$ cat config.mk
export PLATFORM = sky130hd
export DESIGN_NAME = mips_data_bus_bridge
export DESIGN_NICKNAME = d
export VERILOG_FILES = /design/src/rtl/mips_bus_pkg.sv /design/src/rtl/bus_timeout_counter.sv /design/src/rtl/mips_data_bus_bridge.sv
export SDC_FILE = /design/constraint.sdc
export NUM_CORES = 1
export LEC_CHECK = 0
export ABC_AREA = 1
export BUFFER_PORTS_ARGS = -buffer_cell sky130_fd_sc_hd__buf_2
export CORE_MARGIN = 5
export CORE_UTILIZATION = 46
export DETAILED_ROUTE_END_ITERATION = 12
export HOLD_SLACK_MARGIN = 0.06
export PLACE_DENSITY = 0.9
export SLEW_MARGIN = 40
export SYNTH_ARGS = -nofsm -noshare
export SYNTH_HDL_FRONTEND = slang
export SYNTH_SLANG_ARGS = --single-unit
$ cat constraint.sdc
create_clock -name clk -period 2.25 [get_ports clk]
set_clock_uncertainty 0.15 [all_clocks]
set_input_delay 0.5625 -clock clk [delete_from_list [all_inputs] [get_ports clk]]
set_output_delay 0.5625 -clock clk [all_outputs]
set_load 0.01 [all_outputs]
$ cat src/rtl/mips_bus_pkg.sv
// mips_bus_pkg: shared state, operation and byte-enable definitions for the data bus bridge
package mips_bus_pkg;
  typedef enum logic [1:0] {IDLE, BUS, DONE} bridge_state_t;
  typedef enum logic {OP_READ, OP_WRITE} bus_op_t;
  localparam logic [3:0] BYTEEN_WORD = 4'b1111;
endpackage

$ cat src/rtl/bus_timeout_counter.sv
// bus_timeout_counter: saturating wait-cycle counter with terminal-count flag
module bus_timeout_counter #(
  parameter int TIMEOUT_CYCLES = 1024
) (
  input  logic clk,
  input  logic reset,
  input  logic clear,
  input  logic enable,
  output logic terminal
);
  localparam int W = TIMEOUT_CYCLES > 0 ? $clog2(TIMEOUT_CYCLES + 1) : 1;
  localparam logic [W-1:0] LAST = W'(TIMEOUT_CYCLES > 0 ? TIMEOUT_CYCLES - 1 : 0);
  localparam logic [W-1:0] MAX = '1;
  logic [W-1:0] count;
  always_ff @(posedge clk)
    if (reset || clear) count <= '0;
    else if (enable && count != MAX) count <= count + 1'b1;
  assign terminal = (TIMEOUT_CYCLES > 0) && (count == LAST);
endmodule

$ cat src/rtl/mips_data_bus_bridge.sv
// mips_data_bus_bridge: CPU data port to Avalon-MM master, stalling the CPU via clock enable
module mips_data_bus_bridge
  import mips_bus_pkg::*;
#(
  parameter int          TIMEOUT_CYCLES = 1024,
  parameter logic [31:0] TIMEOUT_RDATA  = 32'h0000_0000
) (
  input  logic        clk,
  input  logic        reset,
  input  logic        ext_clk_enable,
  input  logic [31:0] cpu_data_address,
  input  logic        cpu_data_write,
  input  logic        cpu_data_read,
  input  logic [31:0] cpu_data_writedata,
  output logic [31:0] cpu_data_readdata,
  output logic        cpu_clk_enable,
  output logic [31:0] avm_address,
  output logic        avm_read,
  output logic        avm_write,
  output logic [31:0] avm_writedata,
  output logic [3:0]  avm_byteenable,
  input  logic [31:0] avm_readdata,
  input  logic        avm_waitrequest,
  output logic        err_protocol,
  output logic        err_misaligned,
  output logic        err_timeout
);
  bridge_state_t state;
  bus_op_t       op;
  logic          req, req_illegal, tc, abort;
  always_comb begin
    req            = cpu_data_read | cpu_data_write;
    req_illegal    = cpu_data_read & cpu_data_write;
    abort          = tc & avm_waitrequest;
    cpu_clk_enable = ext_clk_enable & ((state == IDLE & (~req | req_illegal)) | state == DONE);
  end
  assign avm_byteenable = BYTEEN_WORD;
  bus_timeout_counter #(.TIMEOUT_CYCLES(TIMEOUT_CYCLES)) u_timeout (
    .clk      (clk),
    .reset    (reset),
    .clear    (state == IDLE),
    .enable   (state == BUS && avm_waitrequest),
    .terminal (tc)
  );
  always_ff @(posedge clk) begin
    if (reset) begin
      state             <= IDLE;
      op                <= OP_READ;
      avm_read          <= 1'b0;
      avm_write         <= 1'b0;
      avm_address       <= '0;
      avm_writedata     <= '0;
      cpu_data_readdata <= '0;
      err_protocol      <= 1'b0;
      err_misaligned    <= 1'b0;
      err_timeout       <= 1'b0;
    end else begin
      case (state)
        IDLE:
          if (req_illegal) err_protocol <= 1'b1;
          else if (req && ext_clk_enable) begin
            avm_address   <= {cpu_data_address[31:2], 2'b00};
            avm_writedata <= cpu_data_writedata;
            op            <= cpu_data_write ? OP_WRITE : OP_READ;
            avm_read      <= cpu_data_read;
            avm_write     <= cpu_data_write;
            state         <= BUS;
            if (cpu_data_address[1:0] != 2'b00) err_misaligned <= 1'b1;
          end
        BUS:
          if (!avm_waitrequest || abort) begin
            avm_read  <= 1'b0;
            avm_write <= 1'b0;
            state     <= DONE;
            if (op == OP_READ) cpu_data_readdata <= abort ? TIMEOUT_RDATA : avm_readdata;
            if (abort) err_timeout <= 1'b1;
          end
        DONE: if (ext_clk_enable) state <= IDLE;
        default: state <= IDLE;
      endcase
    end
  end
endmodule

==> results of run 1 <==
-- sequential cells by signal (all words and copies together) (netlist names), 2 cells and up --
signal	cells
avm_address	30
avm_writedata	32
cpu_data_readdata	32
state	2
u_timeout.count	11
-- worst reg2reg max path: cells and delay by family (launching register included) --
family / cells / cell delay (ps)
AND/OR/NAND/NOR: 6 / 590
flip-flops: 1 / 400
buffers and inverters: 1 / 230
AO/OA/AOI/OAI: 1 / 230
adder cells (fa/ha/maj): 1 / 230
-- worst min path at each step --
stage | depth (start not counted) | slack (ps) | from | endpoint
4_1_cts | 3 | 140 | cpu_data_writedata[22] | avm_writedata[22]
5_1_grt | 3 | 150 | cpu_data_address[31] | avm_address[31]
6_report | 3 | 160 | cpu_data_address[31] | avm_address[31]
3_3_place_gp | 2 | 280 | err_timeout | err_timeout
2_1_floorplan | 2 | 300 | u_timeout.count[10] | u_timeout.count[10]
3_5_place_dp | 2 | 290 | err_timeout | err_timeout
-- kinds of logic (layout without fill, tap and decap cells) --
group / Yosys count / in the layout / synth area share
flip-flops: 113 / 113 / 0.513
AO/OA/AOI/OAI: 115 / 115 / 0.134
buffers and inverters: 65 / 269 / 0.0736
other: 2 / 6 / 0.00170
adder cells (fa/ha/maj): 3 / 3 / 0.00852
XOR/XNOR: 3 / 3 / 0.00597
AND/OR/NAND/NOR: 267 / 267 / 0.263
-- placed cells by master (no fill, tap or decap), types with 4 or more instances in the layout --
cell,netlist,layout
nand2_2,8,8
nand3_1,36,36
clkbuf_16,0,16
nor2_1,143,143
buf_4,11,10
nand4_1,7,7
inv_1,23,22
conb_1,2,6
o21ai_0,66,66
bufinv_16,0,4
a21oi_1,43,43
nand2_1,63,63
buf_2,7,201
dfxtp_1,113,113
-- per-stage QoR --
step / utilization / hold slack (ps) / instance area [um2]
after floorplan: - / 296 / 4420
after global placement: 0.587 / 285 / 5450
after detailed placement: 0.587 / 289 / 5450
after CTS: 0.654 / 141 / 6070
after global routing: 0.654 / 153 / 6070
final: 0.654 / 158 / 6070
-- metal layers --
layer | track usage | vias to the layer above
met1 | 0.225 | 1916
met3 | 0.0852 | 16
met2 | 0.338 | 158
li1 | - | 2222
met5 | 0 | -
met4 | 0.0667 | 0
-- layout make-up --
| cell class | count | share of cell area |
|---|---|---|
| Sequential cell | 113 | 0.373 |
| Clock buffer | 19 | 0.0711 |
| Tap cell | 129 | 0.0266 |
| Clock inverter | 13 | 0.0305 |
| Timing Repair Buffer | 212 | 0.181 |
| Inverter | 25 | 0.0155 |
| Multi-Input combinational cell | 394 | 0.302 |
-- power breakdown --
group          switching [uW]  total (uW)  internal (uW)
clock network             923        2750           1830
registers                58.1        2190           2130
logic                     375         634            259
total                    1360        5570           4210
==> results.txt, run 1 <==
----------------------------------------------------
[CTS]
  Number of buffers added for setup after CTS ... 0
  Cells resized by post-CTS repair ... 0
  H-tree depth ... 4
  CTS clk-pin slew, worst paths ... 50 ps
  TritonCTS clock tree ... yes
  Clock sinks ... 113
  Hold buffers post-CTS ... 0
  Max clock buf depth ... 2
  Clock buffers created by TritonCTS ... 17
  Clk root buf ... clkbuf_8
  Insertion delay of the later-clocked pin in the worst-skew pair ... 500 ps

[Timing]
  Setup TNS ... 0 ps
  Achievable Freq ... 468 MHz
  Final Hold Fails ... 0
  Tmin final ... 2130 ps
  Share of the cycle needed by the critical path after routing ... 0.949
  Unrepaired setup endpoints after global routing ... no
  Number of max-slew violations in the final report ... 0
  Post-route worst setup slack ... 115 ps
  Number of setup violations in the final report ... 0

[Detailed routing]
  Antenna-violating nets left ... 0
  Initial drt markers ... 285
  Drt first pass iters ... 4
  Number of design rule violations left after detail routing ... 0
  DR top layer ... met4
  Total length of routed wires ... 11500 um
  Met3 routed WL ... 1240 um
  Met2 WL ... 5460 um
  Avg Vias per Cell ... 4.76
  Routed length per placed instance ... 12.7 um
  Number of vias in the routed layout ... 4312
  WL met1 ... 4670 um

[GRT]
  Global-route wire length before repair ... 18800 um
  Global routing usage summed across all routing layers ... 0.200
  Pin count of the biggest net entering global routing ... 48
  Vias in the first global route ... 4126
  Initial antenna violation count ... 0
  Congestion Overflow GR ... 0

[Worst setup path]
  Buffers plus inverters on the worst setup path ... 3
  Number of cells on the critical path ... 5
  Critical-path maximum fanout ... 3
  Worst setup SP type ... input port
  Arrival time of the worst setup path ... 1420 ps
  Cell with the largest stage delay on the worst path ... ha_1
  Sequence of cells on the critical path ... buf_2 > inv_1 > ha_1 > a211oi_1 > buf_2
  Slack of the worst reg-to-reg path ... 320 ps
  Startpoint of the lowest-slack register-to-register path ... u_timeout.count[1]
  Dominant delay contributor by cell family on the critical path ... buffers and inverters
  Type of destination of the critical path ... output pin
  Peak per-stage delay on the critical path ... 310 ps
  Type of the setup path with the least slack ... input port to output pin
  Top cell by count, worst path ... buf_2
  Register-to-Register Path Depth ... 9
  Data required time of the worst path ... 1540 ps
  Crit path capture ... cpu_clk_enable
  Worst setup startpoint ... cpu_data_write
  Capturing point of the worst reg2reg path ... cpu_data_readdata[24]

[Synthesis]
  Area share of the leading cell type in the synthesized netlist ... 0.513
  Most area-hungry cell type in the Yosys netlist ... dfxtp_1
  Dominant register cell in the synthesized netlist ... dfxtp_1
  Count of unique library cells instantiated by Yosys ... 28
  Top post-synthesis cells by count ... nor2_1 (143), dfxtp_1 (113), o21ai_0 (66)
  Number of register bits inferred by synthesis ... 113
  Cell with the most instances after synthesis ... nor2_1
  Ys Warns ... 0
  Fraction of registers with async set/reset ... 0
  Post-Syn Area per Cell ... 7.76 um2
  Cells taking the most area after synthesis ... dfxtp_1 (51%), nor2_1 (12%), o21ai_0 (7.5%)
  Cell area after synthesis ... 4410 um2
  Synthesized instance count ... 568
  Number of enable flip-flop cells after synthesis ... 0
  Proportion of synthesized chip area in sequential cells ... 0.513

[Die]
  Height of the chip ... 108 um
  Initial cell density of the core ... 0.475
  I/O pin cnt ... 208
  Number of placement rows ... 35
  Die area ... 11600 um2
  Die X-Extent ... 108 um
  Core ar. ... 9280 um2

[Cells and area]
  Register area ... 2260 um2
  Number of nets in the layout ... 868
  Filler-free cell count of the finished design ... 905
  Footprint of the multi-input gates ... 1830 um2
  Filler cell count ... 800
  Area delta synth->final ... 37.8%
  Antenna diode count ... 0
  Share of layout cells above drive strength 1 ... 0.341

[Worst hold path]
  Hold WC Path Type ... input port to flop

[Status]
  Outcome ... complete, no violations

[Flow run]
  Number of maximum-capacitance constraint violations ... 0

[Placement]
  Last weighted congestion value of the routability-driven placer ... 0.814
  Cells after DPL ... 873
  Estimated wirelength of the detail-placed design ... 8190 um
  Port buffer count ... 201
  Pre-CTS worst setup slack ... 127 ps

[Power and ir drop]
  Total power draw ... 5570 uW
  Ratio of total power to cell area ... 918 nW/um2
  VDD IR max ... 0.514 mV
  Leakage dissipation ... 0.00285 uW

----------------------------------------------------
(Power assumes the default switching activity.)
==> inputs of run 2 (changes only) <==
- GPL_TIMING_DRIVEN: not set -> 0
==> run 2 against run 1 <==
Sequential power about the same. Setup slack got worse by 13 ps. Count of clock-buffer cells in the layout decreased by 1. Global-route usage increased by 0.98 points. Register-to-register slack improved by 50 ps. Combinational power increased by 4.3%. Cell area increased by 2.2%. Power increased by 1.1%. Routed wire length increased by 4.2%. Utilization increased by 1.4 points. Clock power increased by 1%. Critical path depth unchanged. Critical endpoint unchanged.
==> results.txt, run 2 (synthesis results as in run 1) <==
----------------------------------------------------
[Placement]
  Pre-CTS worst setup slack ... -63.5 ps (-190 ps)
  Cells after DPL ... 901 (+3.2%)
  Total placed instance area ... 5580 um2 (+2.4%)
  Estimated wirelength of the detail-placed design ... 8840 um (+7.9%)
  Last weighted congestion value of the routability-driven placer ... 0.806 (-0.96%)
  Port buffer count ... 200 (-0.50%)

[Cells and area]
  Commonest non-fill, non-tap cells in the layout ... buf_2 (207), nor2_1 (143), dfxtp_1 (113)
  Number of nets in the layout ... 896 (+3.2%)
  Area delta synth->final ... 40.8%
  Regs by FF count ... avm_writedata: 32 flops, cpu_data_readdata: 32 flops, avm_address: 30 flops
  Filler-free cell count of the finished design ... 933 (+3.1%)
  Commonest non-fill, non-tap cell in the layout ... buf_2
  Share of layout cells above drive strength 1 ... 0.341 (-0.000699)
  Antenna diode count ... 0 (unchanged)
  Post-layout instance area ... 6200 um2 (+2.2%)

[GRT]
  Routing usage on met1 ... 0.221 (-0.00451)
  Met3 capacity usage during global routing ... 0.0948 (+0.00960)
  Global-route wire length before repair ... 19500 um (+3.8%)
  Vias in the first global route ... 4287 (+3.9%)
  Global routing usage summed across all routing layers ... 0.210 (+0.00982)
  Initial antenna violation count ... 0 (unchanged)
  Met2 track demand over resource in global routing ... 0.358 (+0.0204)
  Global route hottest layer ... met2
  Pin count of the biggest net entering global routing ... 17 (-65%)
  Congestion Overflow GR ... 0 (unchanged)

[Die]
  Initial cell density of the core ... 0.475 (unchanged)
  I/O pin cnt ... 208 (unchanged)
  Die X-Extent ... 108 um (unchanged)
  Number of placement rows ... 35 (unchanged)
  Die area ... 11600 um2 (unchanged)
  Core ar. ... 9280 um2 (unchanged)
  Height of the chip ... 108 um (unchanged)

[Timing]
  Share of the cycle needed by the critical path after routing ... 0.955 (+0.00575)
  Number of max-slew violations in the final report ... 0 (unchanged)
  Normalized max-slew margin ... 0.591
  Final Hold Fails ... 0 (unchanged)
  Unrepaired setup endpoints after global routing ... no
  Slew @ Worst Pin ... 613 ps
  Post-route worst setup slack ... 102 ps (-12.9 ps)
  Achievable Freq ... 466 MHz (-0.60%)
  Number of setup violations in the final report ... 0 (unchanged)
  Tmin final ... 2150 ps (+12.9 ps)

[Power and ir drop]
  VDD IR max ... 0.639 mV (+24%)
  Leakage dissipation ... 0.00292 uW (+2.2%)
  Ratio of total power to cell area ... 908 nW/um2 (-1.0%)
  Total power draw ... 5630 uW (+1.1%)

[Worst setup path]
  Startpoint of the lowest-slack register-to-register path ... u_timeout.count[0]
  Capturing point of the worst reg2reg path ... cpu_data_readdata[19]
  Type of the setup path with the least slack ... input port to output pin
  Register-to-Register Path Depth ... 9 (unchanged)
  Slack of the worst reg-to-reg path ... 370 ps (+50 ps)
  Worst setup SP type ... input port
  Critical-path maximum fanout ... 3 (unchanged)
  Arrival time of the worst setup path ... 1440 ps (+20 ps)
  Type of destination of the critical path ... output pin
  Data required time of the worst path ... 1540 ps (about the same)

[Worst hold path]
  Min-delay src ... cpu_data_address[27]
  End point of the worst hold path ... avm_address[27]
  Instance count along the most critical hold path ... 3 (unchanged)
  Hold WC Path Type ... input port to flop

[CTS]
  Clock buffers created by TritonCTS ... 17 (unchanged)
  Hold buffers post-CTS ... 0 (unchanged)
  CTS clk-pin slew, worst paths ... 60 ps (about the same)
  TritonCTS clock tree ... yes
  Number of buffers added for setup after CTS ... 0 (unchanged)
  H-tree depth ... 4 (unchanged)
  Cells resized by post-CTS repair ... 0 (unchanged)
  Clk root buf ... clkbuf_8
  Insertion delay of the later-clocked pin in the worst-skew pair ... 490 ps (about the same)
  Max clock buf depth ... 2 (unchanged)
  Clock sinks ... 113 (unchanged)

[Detailed routing]
  Routed length per placed instance ... 12.9 um (+1.1%)
  Total length of routed wires ... 12000 um (+4.2%)
  Antenna-violating nets left ... 0 (unchanged)
  Number of vias in the routed layout ... 4454 (+3.3%)
  Initial drt markers ... 228 (-20%)
  Number of design rule violations left after detail routing ... 0 (unchanged)
  Avg Vias per Cell ... 4.77 (+0.19%)
  Drt first pass iters ... 5 (+1)

[Status]
  Outcome ... complete, no violations

[Flow run]
  Number of maximum-capacitance constraint violations ... 0 (unchanged)

----------------------------------------------------
-- run 2: cell types whose count changed in the layout (fill, tap and decap cells not counted), moves of 2 or more --
cell,change
clkbuf_1,+18
clkinv_2,-3
buf_2,+6
inv_6,+3
buf_6,+4
clkinvlp_4,+2
-- run 2: worst max-delay path by stage --
stage | to | cells after the start | startpoint
final | cpu_clk_enable | 5 | cpu_data_write
after global routing | cpu_clk_enable | 5 | cpu_data_write
after CTS | cpu_clk_enable | 5 | cpu_data_write
after detailed placement | avm_address[16] | 10 | cpu_data_write
after global placement | avm_address[30] | 10 | cpu_data_write
after floorplan | cpu_clk_enable | 3 | cpu_data_write
-- run 2: power breakdown --
| group | internal (uW) | total [uW] | switching [uW] |
|---|---|---|---|
| registers | 2130 | 2180 | 57.2 |
| clock network | 1810 | 2790 | 974 |
| logic | 276 | 661 | 386 |
| total | 4220 | 5630 | 1420 |
-- run 2: cell type report --
cell class / count / area [um2]
Clock buffer: 18 / 418
Tap cell: 129 / 161
Timing Repair Buffer: 200 / 1000
Buffer: 40 / 230
Multi-Input combinational cell: 394 / 1830
Fill cell: 808 / 3080
Inverter: 25 / 93.8
Clock inverter: 14 / 203
Sequential cell: 113 / 2260
-- run 2: worst max-delay path: stages --
cell,delay [ps]
buf_2,110
inv_1,60
ha_1,290
a211oi_1,220
buf_2,180
-- run 2: stage by stage --
step                      TNS (ps)  hold WS, ps   util
final                            0          162  0.668
after global placement       -1250          284  0.601
after floorplan                  0          296      -
after CTS                        0          135  0.668
after detailed placement     -2090          289  0.601
after global routing             0          143  0.668
-- run 2: metal layers --
layer  part of all wire  vias up
met2               0.49      175
li1                   -     2281
met4              0.024        0
met1               0.38     1971
met5                  0        -
met3               0.10       27
==> inputs of run 3 (changes only) <==
- PLACE_DENSITY: 0.9 -> 0.79
==> run 3 against run 2 <==
Register-to-register slack is essentially flat. Routed wire length grew 2.4%. Die area is the same. Final cell count is the same. Utilization is essentially flat. Combinational power shrank 0.6%. Non-clock buffer count is the same. Critical path depth is the same. Setup slack gained 2.8 ps. Via count is essentially flat. Clock power is essentially flat.
==> results.txt, run 3 (synthesis results as in run 1) <==
----------------------------------------------------
[Placement]
  Estimated wirelength of the detail-placed design ... 9380 um (+6.1%)
  Last weighted congestion value of the routability-driven placer ... 0.832 (+3.1%)
  Port buffer count ... 200 (unchanged)
  Pre-CTS worst setup slack ... -9.35 ps (+54.2 ps)

[Detailed routing]
  Antenna-violating nets left ... 0 (unchanged)
  WL met1 ... 4840 um (+4.8%)
  Routed length per placed instance ... 13.2 um (+2.4%)
  Met2 WL ... 5960 um (+1.3%)
  Initial drt markers ... 335 (+47%)
  Number of vias in the routed layout ... 4453 (-0.022%)
  DR top layer ... met4
  Total length of routed wires ... 12300 um (+2.4%)
  Number of design rule violations left after detail routing ... 0 (unchanged)
  Met3 routed WL ... 1320 um (+7.0%)
  Avg Vias per Cell ... 4.77 (about the same)
  Drt first pass iters ... 4 (-1)

[Worst setup path]
  Arrival time of the worst setup path ... 1430 ps (about the same)
  Critical-path maximum fanout ... 3 (unchanged)
  Worst setup SP type ... input port
  Register-to-Register Path Depth ... 9 (unchanged)
  Data required time of the worst path ... 1540 ps (about the same)
  Cell with the largest stage delay on the worst path ... ha_1
  Peak per-stage delay on the critical path ... 300 ps (about the same)
  Sequence of cells on the critical path ... buf_2 > inv_1 > ha_1 > a211oi_1 > buf_2
  Top cell by count, worst path ... buf_2
  Type of the setup path with the least slack ... input port to output pin
  Type of destination of the critical path ... output pin

[Worst hold path]
  Hold WC Path Type ... input port to flop
  Instance count along the most critical hold path ... 3 (unchanged)

[Timing]
  Worst-case hold slack ... 163 ps (+1.13 ps)
  Number of max-slew violations in the final report ... 0 (unchanged)
  Tmin final ... 2140 ps (-2.82 ps)
  Number of setup violations in the final report ... 0 (unchanged)
  Unrepaired setup endpoints after global routing ... no
  Final Hold Fails ... 0 (unchanged)
  Slew @ Worst Pin ... 513 ps (-99.8 ps)
  Achievable Freq ... 466 MHz (+0.13%)
  Post-route worst setup slack ... 105 ps (+2.82 ps)
  Share of the cycle needed by the critical path after routing ... 0.953 (-0.00126)
  Normalized max-slew margin ... 0.658 (+0.0665)

[CTS]
  Max clock buf depth ... 2 (unchanged)
  Clock buffers created by TritonCTS ... 17 (unchanged)
  Cells resized by post-CTS repair ... 0 (unchanged)
  H-tree depth ... 4 (unchanged)
  Clock sinks ... 113 (unchanged)
  TritonCTS clock tree ... yes
  CTS clk-pin slew, worst paths ... 60 ps (about the same)
  Clk root buf ... clkbuf_8
  Number of buffers added for setup after CTS ... 0 (unchanged)
  Insertion delay of the later-clocked pin in the worst-skew pair ... 490 ps (about the same)
  Hold buffers post-CTS ... 0 (unchanged)

[Power and ir drop]
  Total power draw ... 5640 uW (about the same)
  Ratio of total power to cell area ... 908 nW/um2 (about the same)
  Leakage dissipation ... 0.00292 uW (+0.15%)
  VDD IR max ... 0.613 mV (-4.1%)

[Die]
  Height of the chip ... 108 um (unchanged)
  Die area ... 11600 um2 (unchanged)
  Core ar. ... 9280 um2 (unchanged)
  Die X-Extent ... 108 um (unchanged)
  Initial cell density of the core ... 0.475 (unchanged)
  I/O pin cnt ... 208 (unchanged)
  Number of placement rows ... 35 (unchanged)

[GRT]
  Congestion Overflow GR ... 0 (unchanged)
  Pin count of the biggest net entering global routing ... 17 (unchanged)
  Vias in the first global route ... 4405 (+2.8%)
  Initial antenna violation count ... 0 (unchanged)
  Global routing usage summed across all routing layers ... 0.209 (about the same)
  Global-route wire length before repair ... 19700 um (+1.2%)

[Flow run]
  Number of maximum-capacitance constraint violations ... 0 (unchanged)

[Cells and area]
  Filler cell count ... 820 (+1.5%)
  Commonest non-fill, non-tap cell in the layout ... buf_2
  Regs by FF count ... avm_writedata: 32 flops, cpu_data_readdata: 32 flops, avm_address: 30 flops
  Final core occ ... 0.668 (about the same)
  Share of layout cells above drive strength 1 ... 0.341 (+0.000424)
  Commonest non-fill, non-tap cells in the layout ... buf_2 (207), nor2_1 (143), dfxtp_1 (113)
  Number of nets in the layout ... 896 (unchanged)
  Area delta synth->final ... 40.9% (about the same)

[Status]
  Outcome ... complete, no violations

----------------------------------------------------
==> run 3: final timing paths <==
check | from | to | slack (ps)
worst max register to register | u_timeout.count[0] | cpu_data_readdata[21] | 360
worst min register to register | err_timeout | err_timeout | 300
worst max-delay path | cpu_data_write | cpu_clk_enable | 110
worst min-delay path | cpu_data_writedata[26] | avm_writedata[26] | 160
==> run 3: cell type report <==
cell class	instances	area, um2	share of cell area
Sequential cell	113	2260	0.365
Multi-Input combinational cell	394	1830	0.296
Timing Repair Buffer	200	1000	0.161
Clock buffer	17	414	0.0667
Buffer	40	230	0.0371
Clock inverter	14	206	0.0333
Tap cell	129	161	0.0260
Inverter	25	93.8	0.0151
Antenna cell	1	2.50	0.000403
==> run 3: worst max-delay path: cells and delay by family <==
family,cells,cell delay (ps)
AO/OA/AOI/OAI,1,220
adder cells (fa/ha/maj),1,300
buffers and inverters,3,350
==> run 3: where the power goes <==
part	switching, uW	total (uW)	internal, uW
sequential	62.7	2190	2130
combinational	381	657	276
clock	976	2790	1810
==> run 3: through the flow <==
step                      instance area (um2)  TNS [ps]  instances
final                                    6210         0        933
after global routing                     6200         0        932
after CTS                                6200         0        932
after detailed placement                 5580     -10.1        901
after global placement                   5580         0        901
after floorplan                          4420         0        572
==> run 3: layer usage <==
metal	vias to the layer above	global-route usage
li1	2275	-
met1	1983	0.226
met2	175	0.362
met3	20	0.0966
met4	0	0.0685
met5	-	0
